File: src/rtl/aes_run_sequencer.sv
// Run sequencer for the iterative AES-128 core used in the power-analysis demo.
// Issues chained encryptions separated by a quiet gap, drives the scope trigger and run status.
module aes_run_sequencer #(
  parameter logic [127:0] PT_SEED        = 128'h00112233445566778899aabbccddeeff,
  parameter int unsigned  GAP_CYCLES     = 64,
  parameter int unsigned  TIMEOUT_CYCLES = 256,
  parameter int unsigned  RUN_LIMIT      = 0
) (
  input  logic         clk_i,
  input  logic         rst_ni,
  input  logic         enable_i,
  output logic         aes_start_o,
  output logic [127:0] aes_pt_o,
  input  logic         aes_done_i,
  input  logic [127:0] aes_ct_i,
  output logic         trigger_o,
  output logic [15:0]  run_count_o,
  output logic         heartbeat_o,
  output logic         busy_o,
  output logic         halted_o,
  output logic         error_o
);

  localparam int unsigned    TMAX     = (TIMEOUT_CYCLES > GAP_CYCLES) ? TIMEOUT_CYCLES : GAP_CYCLES;
  localparam int unsigned    TW       = $clog2(TMAX) + 1;
  localparam logic [TW-1:0]  TO_LAST  = TW'(TIMEOUT_CYCLES - 1);
  localparam logic [TW-1:0]  GAP_LAST = TW'(GAP_CYCLES - 1);
  localparam logic [15:0]    LIMIT    = 16'(RUN_LIMIT);

  typedef enum logic [2:0] {
    S_IDLE    = 3'd0,
    S_START   = 3'd1,
    S_WAIT    = 3'd2,
    S_CAPTURE = 3'd3,
    S_GAP     = 3'd4,
    S_HALT    = 3'd5,
    S_ERROR   = 3'd6
  } state_t;

  state_t         state_q, state_d;
  logic [TW-1:0]  timer_q, timer_d;
  logic [127:0]   pt_q, pt_d;
  logic [15:0]    count_q, count_d;
  logic           hb_q, hb_d;
  logic           err_q, err_d;
  logic           start_q, trig_q, busy_q, halt_q;

  // Next-state and datapath updates; aes_done is only honoured in WAIT.
  always_comb begin
    state_d = state_q;
    timer_d = timer_q;
    pt_d    = pt_q;
    count_d = count_q;
    hb_d    = hb_q;
    err_d   = err_q;
    case (state_q)
      S_IDLE: begin
        if (enable_i) state_d = S_START;
        else          state_d = S_IDLE;
      end
      S_START: begin
        timer_d = '0;
        state_d = S_WAIT;
      end
      S_WAIT: begin
        timer_d = timer_q + TW'(1);
        if (aes_done_i) begin
          state_d = S_CAPTURE;
          pt_d    = aes_ct_i;
          hb_d    = ~hb_q;
          if (count_q != 16'hFFFF) count_d = count_q + 16'd1;
          else                     count_d = count_q;
        end else if (timer_q == TO_LAST) begin
          state_d = S_ERROR;
          err_d   = 1'b1;
        end else begin
          state_d = S_WAIT;
        end
      end
      S_CAPTURE: begin
        timer_d = '0;
        if ((LIMIT != 16'd0) && (count_q == LIMIT)) state_d = S_HALT;
        else                                        state_d = S_GAP;
      end
      S_GAP: begin
        timer_d = timer_q + TW'(1);
        if (timer_q == GAP_LAST) begin
          if (enable_i) state_d = S_START;
          else          state_d = S_IDLE;
        end else begin
          state_d = S_GAP;
        end
      end
      S_HALT: begin
        if (!enable_i) begin
          state_d = S_IDLE;
          count_d = 16'd0;
        end else begin
          state_d = S_HALT;
        end
      end
      S_ERROR: begin
        err_d = 1'b1;
        if (!enable_i) state_d = S_IDLE;
        else           state_d = S_ERROR;
      end
      default: begin
        state_d = S_IDLE;
      end
    endcase
  end

  // State, datapath and output registers; outputs are decoded from the next state so they align with it.
  always_ff @(posedge clk_i or negedge rst_ni) begin
    if (!rst_ni) begin
      state_q <= S_IDLE;
      timer_q <= '0;
      pt_q    <= PT_SEED;
      count_q <= 16'd0;
      hb_q    <= 1'b0;
      err_q   <= 1'b0;
      start_q <= 1'b0;
      trig_q  <= 1'b0;
      busy_q  <= 1'b0;
      halt_q  <= 1'b0;
    end else begin
      state_q <= state_d;
      timer_q <= timer_d;
      pt_q    <= pt_d;
      count_q <= count_d;
      hb_q    <= hb_d;
      err_q   <= err_d;
      start_q <= (state_d == S_START);
      trig_q  <= (state_d == S_START) || (state_d == S_WAIT);
      busy_q  <= (state_d == S_START) || (state_d == S_WAIT) ||
                 (state_d == S_CAPTURE) || (state_d == S_GAP);
      halt_q  <= (state_d == S_HALT);
    end
  end

  assign aes_start_o = start_q;
  assign aes_pt_o    = pt_q;
  assign trigger_o   = trig_q;
  assign run_count_o = count_q;
  assign heartbeat_o = hb_q;
  assign busy_o      = busy_q;
  assign halted_o    = halt_q;
  assign error_o     = err_q;

endmodule
File: config.mk
export PLATFORM = sky130hd
export DESIGN_NAME = aes_run_sequencer
export DESIGN_NICKNAME = d
export VERILOG_FILES = /design/src/rtl/aes_run_sequencer.sv
export SDC_FILE = /design/constraint.sdc
export NUM_CORES = 1
export LEC_CHECK = 0
export ABC_CLOCK_PERIOD_IN_PS = 5590
export CORE_UTILIZATION = 46
export DETAILED_ROUTE_END_ITERATION = 12
export PLACE_DENSITY = 0.86
export SKIP_CTS_REPAIR_TIMING = 1
export SLEW_MARGIN = 15
export SYNTH_ARGS = -nofsm -noshare
export SYNTH_HDL_FRONTEND = slang
export SYNTH_SLANG_ARGS = --single-unit
export TNS_END_PERCENT = 1
File: constraint.sdc
create_clock -name clk_i -period 5.59 [get_ports clk_i]
set_input_delay 1.3975 -clock clk_i [delete_from_list [all_inputs] [get_ports clk_i]]
set_output_delay 1.3975 -clock clk_i [all_outputs]
set_load 0.1 [all_outputs]
==> out/results.ini <==
[clocking]
clock_latency_ns = 0.43
root_buffer = clkbuf_16
numCtsBuffers = 17
htree_levels = 4
clkTransAtPathRegs_ns = 0.06
cts.sinks = 162
clock_path_buffers = 2
cts_tree = built

[min_path]
min_to = aes_pt_o[14]
worstHoldStart = aes_pt_o[14]
min_path_type = flip-flop to flip-flop
hold-path-cell-count = 2

[power_and_ir_drop]
ir_drop_mv = 0.1849
leakage_nw = 4.803
finalPower_w = 0.002534
powerDensity_nw_per_um2 = 247.8

[place]
gp_congestion = 0.8235
hpwl_microns = 12490
port_buffers = 281
dp_slack_ns = 1.557

[final_layout]
fillers = 972
syn2layout_area_growth_pct = 53.86
utilization_pct = 73.13
nNetsFinal = 1134
layout_commonest_cell = nand2_1
drive_gt1_share_pct = 10.28
layout_common_cells = nand2_1, clkdlybuf4s50_1, dfrtp_1
diodes = 0

[sta]
tns_ns = 0
final_max_slew_viol_count = 0
min_period_over_period_pct = 64.30
final.setup_skew_ns = 0.008513
period_needed_ns = 3.594
setup_ws_ns = 1.996
slew_headroom_pct = 28.46
setup_viol = 0
max_freq_mhz = 278.2
rsz0062_at_grt = no
hold_violations = 0
tightestPinTransition_ns = 1.073

[setup_path]
cpPeakStageDelay_ns = 0.79
r2r_start = state_q[0]
required_ns = 5.94
critPathBufInv = 1
reg2reg_slack_ns = 2.77
end_kind = flip-flop
worstPathCellList = clkdlybuf4s50_1 > nand4bb_4 > or4b_1 > or4_1 > a21oi_1
crit_fanout = 32
startpoint_type = input port
crit_type = input port to flip-flop
crit_family = simple AND/OR/NAND/NOR gates
worstReg2RegEnd = run_count_o[13]
crit_path_start = aes_done_i
r2r_cells = 4
critPathArrivalTime_ns = 3.94
cp_slowest_cell = or4b_1

[synth]
synth_xor_area_share_pct = 0.3952
ys_types = 48
synth_top_family_by_area = simple AND/OR/NAND/NOR gates
synth.area.top_cells = dfrtp_1, dfstp_2, nand2_1
yosys.area.top_type_share_pct = 36.88
syn_inst = 733
avgSynthCellArea_sq_um = 9.071
synth_area_sq_um = 6649
syn_nets = 868
synth-compound-area-share_pct = 4.008
ys_ff_latch = 162
yosysTopAreaCell = dfrtp_1
synthMuxAreaShare_pct = 1.524
ys_warn_count = 0
synth_simple_gate_area_share_pct = 28.62
yosysSeqAreaShare_pct = 62.18
synth_fa_ha_area_share_pct = 0.5645

[drt]
firstDrtPassIters = 5
drc_errors = 0
drt_iter0_markers = 454
viasPerCell = 5.058
wl_per_cell_microns = 15.42
ant_nets = 0
vias = 6029
routed_wl_microns = 18380

[floorplan]
die_w_microns = 122.2
die_h_microns = 122.2
rows = 43
die_area_sq_um = 14940
start_util_pct = 47.53
fp.coreArea_sq_um = 13990
io-pin-count = 282

[grt]
track_usage_pct = 25.09
grt_pass1_vias = 5908
grt_antenna_before_repair = 0
grt-ovfl-total = 0
grt_pass1_wl_microns = 28850
grt_start_max_net_pins = 103

[outcome]
status = completed

[flow_run]
cap_violations = 0

## sequential cells by signal, indices dropped and copies added (netlist names)
| name | cells |
|---|---|
| aes_pt_o | 128 |
| run_count_o | 16 |
| timer_q | 9 |
| state_q | 3 |
| aes_start_o | 1 |
| busy_o | 1 |
| error_o | 1 |
| halted_o | 1 |
| heartbeat_o | 1 |
| trigger_o | 1 |
## worst max-delay path by stage
stage,endpoint,slack [ns],cells past startpoint
floorplan,run_count_o[13],2.62,6
global placement,run_count_o[13],1.62,5
detailed placement,run_count_o[13],1.56,5
CTS,run_count_o[13],2.01,5
global route,run_count_o[13],1.87,5
finish,run_count_o[13],2.00,5
## cell families (layout without fill, tap and decap cells)
family                   after synthesis  count (layout)
buffers and inverters                 46             325
XOR/XNOR                               3               3
multiplexers                          10              10
AND/OR/NAND/NOR                      471             471
flip-flops                           162             162
AO/OA/AOI/OAI                         38              38
adder cells (fa/ha/maj)                3               3
## layer usage
| metal | vias to the layer above | GRT usage, % | wire (microns) |
|---|---|---|---|
| li1 | 2863 | - | - |
| met1 | 2866 | 30.15 | 7503 |
| met2 | 245 | 40.73 | 8916 |
| met3 | 55 | 7.017 | 1197 |
| met4 | 0 | 13.80 | 758 |
| met5 | - | 0 | 0 |
## layout make-up
cell class                      instances  area (sq um)  area share, %
Clock inverter                         12         180.2          1.761
Inverter                                7         26.28         0.2568
Sequential cell                       162          4134          40.41
Clock buffer                           20         446.7          4.366
Multi-Input combinational cell        525          2366          23.13
Timing Repair Buffer                  286          2851          27.87
Tap cell                              180         225.2          2.202
## where the power goes
| part | switching (W) | total [W] | internal (W) | leakage, nW |
|---|---|---|---|---|
| combinational | 0.0000407 | 0.000123 | 0.0000824 | 2.50 |
| sequential | 0.000000624 | 0.00118 | 0.00118 | 2.00 |
| clock | 0.000474 | 0.00124 | 0.000762 | 0.301 |
## cell usage after synthesis (all sizes together)
cell / n
nand2: 408
dfrtp: 98
dfstp: 64
clkbuf: 30
nor2: 14
nand3: 10
buf: 9
mux2i: 9
a21oi: 7
inv: 7
and3: 5
nand4: 5
nor3: 5
o21ai: 5
o31ai: 5
nor4: 4
a211oi: 3
a21o: 3
a31oi: 3
a41o: 3
ha: 3
nand2b: 3
or4: 3
and4: 2
o311ai: 2
o41ai: 2
or3: 2
xnor2: 2
a22o: 1
and2: 1
mux2: 1
nand3b: 1
nand4bb: 1
nor2b: 1
nor3b: 1
nor4b: 1
nor4bb: 1
o2111ai: 1
o211ai: 1
o221ai: 1
o22ai: 1
or2: 1
or4b: 1
or4bb: 1
xor2: 1
## worst min-delay path: stages (launching register included)
cell,delay (ns)
dfstp_2,0.37
nand2_1,0.05
nand2_1,0.04
## stage by stage
| stage | hold WS [ns] | area (sq um) | instances |
|---|---|---|---|
| 6_report | 0.4553 | 10230 | 1192 |
| 5_1_grt | 0.4651 | 10230 | 1192 |
| 4_1_cts | 0.4573 | 10230 | 1192 |
| 3_5_place_dp | 0.4482 | 9603 | 1160 |
| 3_3_place_gp | 0.4438 | 9603 | 1160 |
| 2_1_floorplan | 0.4457 | 6649 | 733 |
Power figures use the tool's default switching activity.
